$ cat config.mk
export PLATFORM = sky130hd
export DESIGN_NAME = pipe_hazard_ctrl
export DESIGN_NICKNAME = d
export VERILOG_FILES = /design/src/rtl/pipe_hazard_ctrl.sv
export SDC_FILE = /design/constraint.sdc
export NUM_CORES = 1
export LEC_CHECK = 0
export CORE_MARGIN = 5
export CORE_UTILIZATION = 40
export DETAILED_ROUTE_END_ITERATION = 16
export GPL_ROUTABILITY_DRIVEN = 0
export GPL_TIMING_DRIVEN = 0
export MAX_ROUTING_LAYER = met4
export PLACE_DENSITY = 0.71
export SYNTH_ARGS = -nofsm -noshare
export SYNTH_HDL_FRONTEND = slang
export SYNTH_SLANG_ARGS = --single-unit
$ cat constraint.sdc
create_clock -name clk -period 2.05 [get_ports clk]
set_input_delay 0.3075 -clock clk [delete_from_list [all_inputs] [get_ports clk]]
set_output_delay 0.3075 -clock clk [all_outputs]
set_load 0.01 [all_outputs]
$ cat src/rtl/pipe_hazard_ctrl.sv
// Pipeline sequencing controller for the 5-stage core.
// Detects load-use hazards, arbitrates the shared memory port between I- and D-cache fills,
// and drives all pipeline-register enables, bubbles and flushes.
// Optional stall-cycle counter enabled by defining STALL_CNT_EN.
module pipe_hazard_ctrl #(
    parameter int unsigned FILL_TIMEOUT = 8,
    parameter int unsigned CNT_W        = 16
) (
    input  logic             clk,
    input  logic             rst_n,
    input  logic             ID_EX_MemRead,
    input  logic [3:0]       ID_EX_Rd,
    input  logic [3:0]       IF_ID_Rs,
    input  logic [3:0]       IF_ID_Rt,
    input  logic             IF_ID_UseRt,
    input  logic             branch_taken,
    input  logic             halt,
    input  logic             icache_miss,
    input  logic             dcache_miss,
    input  logic             mem_fill_done,
    output logic             mem_grant_i,
    output logic             mem_grant_d,
    output logic             pc_write,
    output logic             if_id_write,
    output logic             if_id_flush,
    output logic             id_ex_bubble,
    output logic             back_write,
    output logic             halted,
`ifdef STALL_CNT_EN
    input  logic             stall_cnt_clr,
    output logic [CNT_W-1:0] stall_cycles,
`endif
    output logic             mem_err
);

    typedef enum logic [1:0] {StRun, StDfill, StIfill, StHalted} state_e;

    localparam logic [7:0] TimeoutLim = FILL_TIMEOUT[7:0];

    state_e     state_q, state_d;
    logic [7:0] cnt_q, cnt_d;
    logic       err_q, err_d;
    logic       load_use;
    logic [7:0] cnt_inc;

    // Raw outputs before the reset gate.
    logic grant_i_c, grant_d_c, pc_write_c, if_id_write_c, if_id_flush_c;
    logic id_ex_bubble_c, back_write_c, halted_c;

    // Register 0 is hardwired, so a load to it never creates a hazard.
    assign load_use = ID_EX_MemRead && (ID_EX_Rd != 4'd0) &&
                      ((ID_EX_Rd == IF_ID_Rs) || (IF_ID_UseRt && (ID_EX_Rd == IF_ID_Rt)));

    assign cnt_inc = (cnt_q == 8'hFF) ? cnt_q : cnt_q + 8'd1;

    // State, fill-timeout counter and sticky error register.
    always_ff @(posedge clk or negedge rst_n) begin
        if (!rst_n) begin
            state_q <= StRun;
            cnt_q   <= 8'd0;
            err_q   <= 1'b0;
        end else begin
            state_q <= state_d;
            cnt_q   <= cnt_d;
            err_q   <= err_d;
        end
    end

    // Next-state, timeout bookkeeping and per-state pipeline controls.
    always_comb begin
        state_d        = state_q;
        cnt_d          = cnt_q;
        err_d          = err_q;
        grant_i_c      = 1'b0;
        grant_d_c      = 1'b0;
        pc_write_c     = 1'b0;
        if_id_write_c  = 1'b0;
        if_id_flush_c  = 1'b0;
        id_ex_bubble_c = 1'b0;
        back_write_c   = 1'b0;
        halted_c       = 1'b0;
        case (state_q)
            StRun: begin
                if (dcache_miss) begin
                    // D-side fill wins when both caches miss together.
                    state_d = StDfill;
                    cnt_d   = 8'd0;
                end else if (icache_miss) begin
                    state_d = StIfill;
                    cnt_d   = 8'd0;
                end else if (load_use) begin
                    // Hold PC and IF/ID for one cycle, inject one bubble behind the load.
                    id_ex_bubble_c = 1'b1;
                    back_write_c   = 1'b1;
                end else begin
                    pc_write_c    = 1'b1;
                    if_id_write_c = 1'b1;
                    back_write_c  = 1'b1;
                    if (branch_taken) begin
                        if_id_flush_c = 1'b1;
                    end else if (halt) begin
                        state_d = StHalted;
                    end
                end
            end
            StDfill: begin
                grant_d_c = 1'b1;
                if (mem_fill_done) begin
                    state_d = icache_miss ? StIfill : StRun;
                    cnt_d   = 8'd0;
                end else begin
                    cnt_d = cnt_inc;
                    if (cnt_inc == TimeoutLim) err_d = 1'b1;
                end
            end
            StIfill: begin
                grant_i_c     = 1'b1;
                if_id_write_c = 1'b1;
                if_id_flush_c = 1'b1;
                // Back end drains unless a D-miss is now pending, which freezes it.
                back_write_c  = !dcache_miss;
                if (mem_fill_done) begin
                    state_d = dcache_miss ? StDfill : StRun;
                    cnt_d   = 8'd0;
                end else begin
                    cnt_d = cnt_inc;
                    if (cnt_inc == TimeoutLim) err_d = 1'b1;
                end
            end
            StHalted: begin
                halted_c     = 1'b1;
                back_write_c = 1'b1;
            end
            default: state_d = StRun;
        endcase
    end

    // Everything reads 0 while reset is asserted, independent of the clock.
    assign mem_grant_i  = rst_n & grant_i_c;
    assign mem_grant_d  = rst_n & grant_d_c;
    assign pc_write     = rst_n & pc_write_c;
    assign if_id_write  = rst_n & if_id_write_c;
    assign if_id_flush  = rst_n & if_id_flush_c;
    assign id_ex_bubble = rst_n & id_ex_bubble_c;
    assign back_write   = rst_n & back_write_c;
    assign halted       = rst_n & halted_c;
    assign mem_err      = err_q;

`ifdef STALL_CNT_EN
    logic [CNT_W-1:0] stall_q, stall_d;

    // Count cycles in which the front end is held, excluding the halted state.
    always_comb begin
        stall_d = stall_q;
        if (stall_cnt_clr) begin
            stall_d = '0;
        end else if (!pc_write_c && (state_q != StHalted) && !(&stall_q)) begin
            stall_d = stall_q + 1'b1;
        end
    end

    // Stall-cycle counter register.
    always_ff @(posedge clk or negedge rst_n) begin
        if (!rst_n) stall_q <= '0;
        else        stall_q <= stall_d;
    end

    assign stall_cycles = stall_q;
`endif

endmodule

==> Yosys cells after proc, flatten, opt, wreduce, memory -nomap -nowiden <==
Index checks and enable logic that the tools add are counted.
{ "totals": {"regBits": 11, "output_inout_bits": 9, "wordCells": 74} }
{ "classes": {"addsub": 1, "eq_ne": 13, "n_mux": 35, "bitwise": 9, "n_reduce_logical": 13} }
{ "op_table": {"columns": ["op", "count"], "rows": [
  ["8-bit two-way mux", 4],
  ["1-bit two-way mux", 18],
  ["2-bit two-way mux", 8],
  ["8-bit one-hot mux with 2 select lines", 1],
  ["4-bit inequality test (second input constant)", 3],
  ["8-bit by 1-bit adder with 8-bit output (second input constant)", 1],
  ["1-bit AND", 8],
  ["4-bit == test", 2],
  ["8-bit by 4-bit == test with 1-bit output (second input constant)", 1],
  ["8-bit == test (second input constant)", 1],
  ["2-bit one-hot mux with 3 select lines", 1],
  ["6-bit AND reduction", 1],
  ["2-bit == test (second input constant)", 2],
  ["2-bit inequality test (second input constant)", 2],
  ["1-bit one-hot mux with 2 select lines", 2],
  ["4-bit nonzero test", 1],
  ["1-bit logical AND", 3],
  ["3-bit inequality test (second input constant)", 1],
  ["1-bit one-hot mux with 3 select lines", 1],
  ["3-bit AND reduction", 1],
  ["3-bit nonzero test", 1],
  ["2-bit by 1-bit == test with 1-bit output (second input constant)", 1],
  ["2-bit zero test", 1],
  ["2-bit AND reduction", 1],
  ["other kinds (5)", 5]
]} }

==> Depth between registers and ports, before layout <==
Gate-level depths: netlist (run 1).
{ "depth": {"word_depth": 9, "ltp_mapped": 8, "depth_no_buf": 7} }

==> Worst setup path before layout (run 1) <==
No wires, ideal clock.
{ "synth_path": {"path_kind": "input to output", "from": "input ID_EX_Rd[0]", "to": "output if_id_flush", "t_arrival_ns": 1.487, "required_ns": 1.742, "path_slack_ns": 0.255, "cell_stages": 5, "cell_sequence": "o41a_1 -> and3_4 -> a22oi_1 -> and2b_1 -> a21o_1"} }
{ "synth_between": {"elab_chain_cells": 9} }
{ "synth_lines": {"columns": ["element", "line", "source"], "rows": [
  ["start: declaration", "12", "input logic [3:0] ID_EX_Rd,"],
  ["4-bit == test", "52", "((ID_EX_Rd == IF_ID_Rs) || (IF_ID_UseRt && (ID_EX_Rd == IF_ID_Rt)));"],
  ["1-bit logical AND", "52", null],
  ["1-bit logical OR", "52", null],
  ["1-bit logical AND (*)", "51", "assign load_use = ID_EX_MemRead && (ID_EX_Rd != 4'd0) &&"],
  ["1-bit two-way mux (*)", "91", "end else if (load_use) begin"],
  ["1-bit two-way mux (*)", "88", "end else if (icache_miss) begin"],
  ["1-bit two-way mux (*)", "84", "if (dcache_miss) begin"],
  ["1-bit one-hot mux with 2 select lines (*)", "82", "case (state_q)"],
  ["1-bit AND (*)", "143", "assign if_id_flush = rst_n & if_id_flush_c;"],
  ["end: declaration", "25", "output logic if_id_flush,"]
]} }
Mark *: on every way between the ends. The rest lies on a longest branch, timed or not.

==> Worst setup path after layout (run 1) <==
{ "layout_path": {"from": "register state_q[0]", "to": "output mem_grant_i"} }
{ "layout_between": {"elab_chain_cells": 3} }
{ "layout_lines": {"columns": ["element", "line", "source"], "rows": [
  ["start: declaration", "40", "state_e state_q, state_d;"],
  ["start signal: assignment", "59", "state_q <= StRun;"],
  ["start signal: assignment", "63", "state_q <= state_d;"],
  ["2-bit == test", "82", null],
  ["1-bit two-way mux", "82", null],
  ["1-bit AND", "139", "assign mem_grant_i = rst_n & grant_i_c;"],
  ["end: declaration", "21", "output logic mem_grant_i,"]
]} }
No other way between the ends.

==> metrics list, run 1 <==
- Setup violations remaining at the end of the flow were counted as 3.
- The run finished, with violations left.
- Setup repair after global routing could not meet its margin everywhere.
- Sequential group share of total power: a little under half
- In the routed design, unresolved DRC markers number 0.
- Total track usage: around 18%
* Fillers: around 200
- In the final routed layout, each cell accounts on average for roughly 15 um.
* Period Utilization, post-route: 102.8%
* IO Pins: 30
- WL final: approximately 2900 um
* Fraction of final layout cells with drive strength greater than 1: between 20 and 30%
- On the worst path, the slowest cell contributes a delay of between 500 and 600 ps.
* Width of the die: around 59 um
* Pre-antenna DRT Iters: 5
- The floorplan has 17 rows.
* Top post-synthesis cells by area: dfrtp_1 29%, ha_1 7.9%, xor2_1 6.4%, a21oi_1 4.7%, o21ai_0 4.7%
* Post-synth EDFFs: 0
- Total global routing overflow: 0
- The synthesized design contains 11 register bits.
- The number of pins exceeding their max-slew limit in the final report is 0.
- Max-cap violations in this run came to 0.
* Worst rel slew slack: just over 70%
* Number of hold violations in the final report: 0
- Clock tree from TritonCTS: built
- Data arrival time of the critical path: around 1800 ps
* Area growth, synth to finish: 50.26%
- Setup TNS after final layout: -119.0 ps
* Critical Path, Cell by Cell: inv_2, ha_1, and2_1, clkdlybuf4s50_1
* Clk network pwr share: 34.6%
- The final layout contains ~190 nets.
- Counting the buffers created by CTS gives 3.
- Reported leakage power: 0.0006655 uW
- The worst path in the final design needs a cycle of around 2100 ps, including I/O delays and setup.
- Hold bufs inserted after CTS: 0
- After clock tree synthesis, the clock-pin slew on the worst setup and hold paths is 80 ps.
* Syn_nets: ~140
- Clock tree sinks: 11
- Cell type with the highest aggregate area in the netlist: dfrtp_1
- Most frequent cells in the layout: 13 x buf_4, 11 x dfrtp_1, 10 x clkdlybuf4s50_1
- The worst setup path is captured at an output port.
- The first global-routing pass estimated 4636 um of wire.
* Worst Slack Setup Final: -57.53 ps
- Via density per instance: approximately 5.6
- Before CTS, the worst setup slack after placement is -754.0 ps.
* Vias in the first global route: between 1k and 1.5k
* Flip-flop cell with the highest count after synthesis: dfrtp_1
- Power density normalized to cell area: approximately 330 nW/um^2
* Max IR drop VDD: roughly 0.37 mV
- During synthesis, Yosys emitted a total of 0 warnings.
* Number of instances in the synthesized netlist: 114
- The number of antenna diodes in the final layout is 0.
- The clock passes through at most 2 buffers.
- STA classifies the critical path startpoint as a register.
* Post-Route Utilization: a little under two thirds
* Post-route ant nets: 0
- Seq/Total Area, Yosys: between 20% and 30%
- The average instance in the mapped netlist occupies ~8.3 um^2.
- H-tree level count: 1
- Across all layers, the routed design uses ~1.1k vias.
- Entering global routing, the biggest net connects 17 pins.
- For the final database, setup skew stands at 7.824 ps.
- For this design, the slowest cell found on the critical path is clkdlybuf4s50_1.
* Die Outline Area: 3452 um^2
- Starting DRC count in detailed routing: 35
- Input and output buffers added on the ports amount to 29.
* Most common cell after layout, fill and taps aside: buf_4
- CTS placed an instance of clkbuf_4 at the clock tree root.
- The internal power of the cells totals approximately 340 uW.
- Net switching power: 133.3 uW
- The initial antenna violation count came to 0.
* Ys async rst share: 100.0%
- Die height: 58.76 um
- Post-synth top area share: a little under 30%
- Cell area after synthesis: 950.9 um^2
- At the pin with the least slew margin, the transition time is about 420 ps.
* Worst min-delay path class: in -> async
- Worst setup path category: reg -> out
* Net switching share of the total power: 28.09%
* Later-pin clock latency in the skew report: between 200 and 300 ps
- Combinational group share of total power: about a fifth
- Effective utilization at floorplan: 42.58%
* Post-DP HPWL: 1990 um
- Based on the critical path, the design can be clocked at up to 474.5 MHz.
* Worst endpoint required time: approximately 1700 ps
- In this run the standard cell core region covers approximately 2200 um^2.
* Number of unique standard cell types used by synthesis: 36
- The checks that failed: negative setup slack.
- Top fanout value on the critical path: 4
## metal layers
metal | wire [um] | global-route usage [%]
met1 | 1160 | 22.03
met2 | 1407 | 28.23
met3 | 287 | 4.167
met4 | 24 | 5.502
met5 | 0 | -
## what timing repair did
action                                 CTS  global route
pin swaps                                6             6
setup buffers                            7             6
endpoints found under the hold margin    0             0
setup endpoints to repair                8             8
resized for setup                       42            16
## critical path, delay by kind of cell, from the launching register on
kind | cells | cell delay [ps]
buf+inv | 2 | 650
flops | 1 | 400
fa+ha+maj | 1 | 250
simple gates | 1 | 210
## synthesized netlist by cell type, drive strengths merged, types with 2 or more instances
master  number
nand2       10
mux2i        2
o31ai        3
nor2         8
o21ai        9
and2         3
nand2b       2
inv          5
a21oi        9
xor2         7
nor3         2
nand3        6
or2          2
ha           6
and3         4
nor3b        2
dfrtp       11
xnor2        3
clkbuf       3
a31oi        2
## sequential cells by signal (all words and copies together) (netlist names)
register  count
cnt_q         8
mem_err       1
state_q       2
## power by group through the flow
stage / combinational, uW / sequential [uW] / clock [uW]
2_1_floorplan: 27.1 / 221 / 0
3_3_place_gp: 84.1 / 221 / 0
3_5_place_dp: 86.1 / 221 / 0
4_1_cts: 89.1 / 217 / 157
5_1_grt: 101 / 217 / 178
6_report: 93.8 / 217 / 164
## logic make-up after synthesis
family | count (synthesis) | share of synthesized area [%]
AOI/OAI and AO/OA | 33 | 23.68
xor gates and xnor gates | 10 | 9.211
adders and majority gates | 6 | 7.895
buffers and inverters | 8 | 3.158
DFF | 11 | 28.95
muxes | 2 | 2.105
and+or+nand+nor | 44 | 25.00
## final timing paths
kind	startpoint	end	slack (ps)	cells past startpoint
worst max-delay path	state_q[0]	mem_grant_i	-60	4
worst max register to register	cnt_q[0]	cnt_q[1]	300	6
max in group asynchronous	rst_n	cnt_q[5]	1770	1
min in group clk	mem_err	mem_err	470	1
worst min register to register	mem_err	mem_err	470	1
worst min-delay path	rst_n	cnt_q[1]	2	1
## area by class of cell
class	instances	area, um^2	share of cell area (%)
Buffer	3	12.51	0.8757
Timing Repair Buffer	42	361.6	25.31
Inverter	5	18.77	1.313
Sequential cell	11	275.3	19.26
Clock inverter	1	5.005	0.3503
Tap cell	28	35.03	2.452
Clock buffer	3	22.52	1.576
Multi-Input combinational cell	95	698.2	48.86
## through the flow
stage          power [uW]  area (um^2)  hold WS [ps]  std cells
6_report            474.6         1429         1.969        188
5_1_grt             495.2         1429         17.25        188
4_1_cts             463.3         1359         24.32        182
3_5_place_dp        307.2         1276         454.4        171
3_3_place_gp        305.2         1276         455.4        171
2_1_floorplan       248.3        950.9         11.91        114
(Power assumes the default switching activity.)
==> run 2, diff against run 1 <==
==> constraint.sdc (replaced) <==
create_clock -name clk -period 2.05 [get_ports clk]
set_input_delay 0.3075 -clock clk [delete_from_list [all_inputs] [get_ports clk]]
set_output_delay 0.3075 -clock clk [all_outputs]
set_load 0.02 [all_outputs]
==> metrics list, run 2 (synthesis gave the netlist of run 1 again) <==
- The run finished with clean final reports.
* Area occupied by registers: 275.3 um^2
- H-tree level count: 1
- Between clock sinks in the finished design, the worst skew comes to between 8 and 9 ps.
- Width of the die: 58.76 um
- Number of buffers on the longest clock path: 2
* Startpoint of the lowest-slack register-to-register path: state_q[1]
* Number of port buffers: 29
- Wire length of the first global-routing pass: 4657 um
* Post-route ant nets: 0
* Reg2Reg Depth: 9
- Slew at the pin closest to its max-slew limit: between 500 and 600 ps
- Number of buffers added by the clock tree synthesis step: 3
* Core area: approximately 2200 um^2
- For this run, the slowest stage of the critical path takes between 300 and 400 ps.
- Area of the multi-input gates: between 600 and 700 um^2
* Vias in the first global route: 1,011
- Before antenna repair, the detailed router went through 4 iterations.
* Crit path launch type: input pin
- Clock tree sinks: 11
- Worst min-delay path class: reg -> reg
- Number of hold violations in the final report: 0
* Total track usage: 17.74%
- Later-pin clock latency in the skew report: 280 ps
- Number of antenna violations at the first check in global routing: 0
* Kind of end point of the critical path: output port
* Count of inserted antenna diode cells: 0
- The die covers around 3500 um^2.
- After filler insertion, the fill cell instance count of the layout stands at around 200.
- The floorplan has 17 rows.
- Max stage delay cell, worst path: nor4_4
- Counting I/O delays and the setup requirement, the final critical path takes approximately 2000 ps.
- In this run the vertical extent of the chip is around 60 um.
- Summed area of non-filler cells in the final layout: about 1400 um^2
- For this block, the initial DRC count from the detailed router was 26.
* Max-cap check violation count: 0
* Origin of the worst setup path: IF_ID_Rs[3]
* Fin. max-slew vios: 0
* Cell family contributing the most delay on the critical path: simple AND/OR/NAND/NOR gates
- Across the VDD grid, the largest voltage drop is 0.3596 mV.
- Derived from the worst setup path, the maximum achievable clock frequency is just under 500 MHz.
- Power spread over the standard cell area amounts to between 300 and 400 nW/um^2.
- Post-DP HPWL: roughly 2000 um
- Critical Path, Cell by Cell: dlygate4sd2_1, xor2_2, nor4_4, a22oi_2, and2b_1, or2_4, buf_6
- Cells with a size suffix above 1 make up between 20% and 30% of the layout.
- Hold Crit Depth: 1
* Top fanout value on the critical path: 3
- STA puts the critical path data required time at approximately 1700 ps.
* Effective utilization at floorplan: between 40% and 50%
* Flip-flop count of the largest register, all copies and words added: 8
- After the last flow step, the layout net total stands at between 150 and 200.
- Reported leakage power: approximately 0.00067 uW
- Clock tree synthesis selected as its root buffer the cell clkbuf_4.
- Wirelength per Cell: 15.42 um
- Placed cell areas: around 1300 um^2
* Number of endpoints failing setup at the final stage: 0
* Most frequent cells in the layout: 11 x dfrtp_1, 11 x buf_4, 10 x nand2_1
- The register with the most flip-flops in the final layout is cnt_q.
- TritonCTS built the clock tree.
- IO Pins: 30
- In this run the tightest slew margin relative to its limit is roughly 65%.
- Data arrives at the worst endpoint at 1730 ps.
- Entering global routing, the biggest net connects 17 pins.
- DR DRC count: 0
- Logic depth of the worst path, buffers included: 7
- Setup TNS after final layout: 0 ps
- The critical path contains buffers and inverters numbering 2 combined.
- Setup repair after global routing could not meet its margin everywhere.
* Worst-path clk slew: about 80 ps
* Total global routing overflow: 0
- The worst path uses a little under 100% of the clock period.
* Launch instance of the worst min-delay path: mem_err
- Final total power: 475.1 uW
- WL final: 2884 um
- Using the TritonRoute via totals, the vias-per-cell ratio works out to ~5.4.
- Compared with the post-synthesis result, the final layout area differs by 49.34%.
- The critical path in this run is classified as in -> out.
- The detailed router placed 1,016 vias in this run.
run 2: cell count changes in the layout (fill, tap and decap cells not counted), sizes merged:
cell / change
dlygate4sd3: +1
buf: -2
clkdlybuf4s50: -1
clkdlybuf4s15: -1
clkbuf: +2
run 2: area by class of cell:
class | count | area share [%]
Buffer | 3 | 0.7930
Clock buffer | 3 | 1.586
Clock inverter | 1 | 0.3524
Inverter | 5 | 1.322
Multi-Input combinational cell | 95 | 49.16
Sequential cell | 11 | 19.38
Tap cell | 28 | 2.467
Timing Repair Buffer | 41 | 24.93
run 2: stage by stage:
stage / hold WS (ps) / utilization, % / std cells / setup WS [ps]
global route: 507.9 / 63.59 / 187 / -78.41
CTS: 130.5 / 61.06 / 181 / -1.594
floorplan: 11.91 / - / 114 / 115.4
detailed placement: 454.4 / 57.14 / 171 / -821.9
finish: 474.9 / 63.59 / 187 / 10.79
global placement: 455.4 / 57.14 / 171 / -796.3
run 2: repair_timing:
action,CTS,global route
pin swaps,7,6
endpoints found under the hold margin,0,11
buffers inserted,6,5
setup endpoints to repair,8,7
resized for setup,47,15
hold buffers,0,1
run 2: final timing paths:
path / end / slack, ps
max: if_id_write / 10
min: mem_err / 470
max reg2reg: cnt_q[1] / 120
min reg2reg: mem_err / 470
max in group asynchronous: cnt_q[6] / 1080
min in group asynchronous: cnt_q[1] / 610
run 2: routing by layer:
layer / GRT usage, % / share of wire [%]
met1: 22.16 / 43
met2: 28.23 / 49
met3: 4.167 / 6.9
met4: 5.502 / 1.1
met5: - / 0
run 2: power breakdown:
part / internal [uW] / switching (uW)
combinational: 52.8 / 46.6
clock: 72.4 / 86.5
sequential: 217 / 0
total: 342 / 133
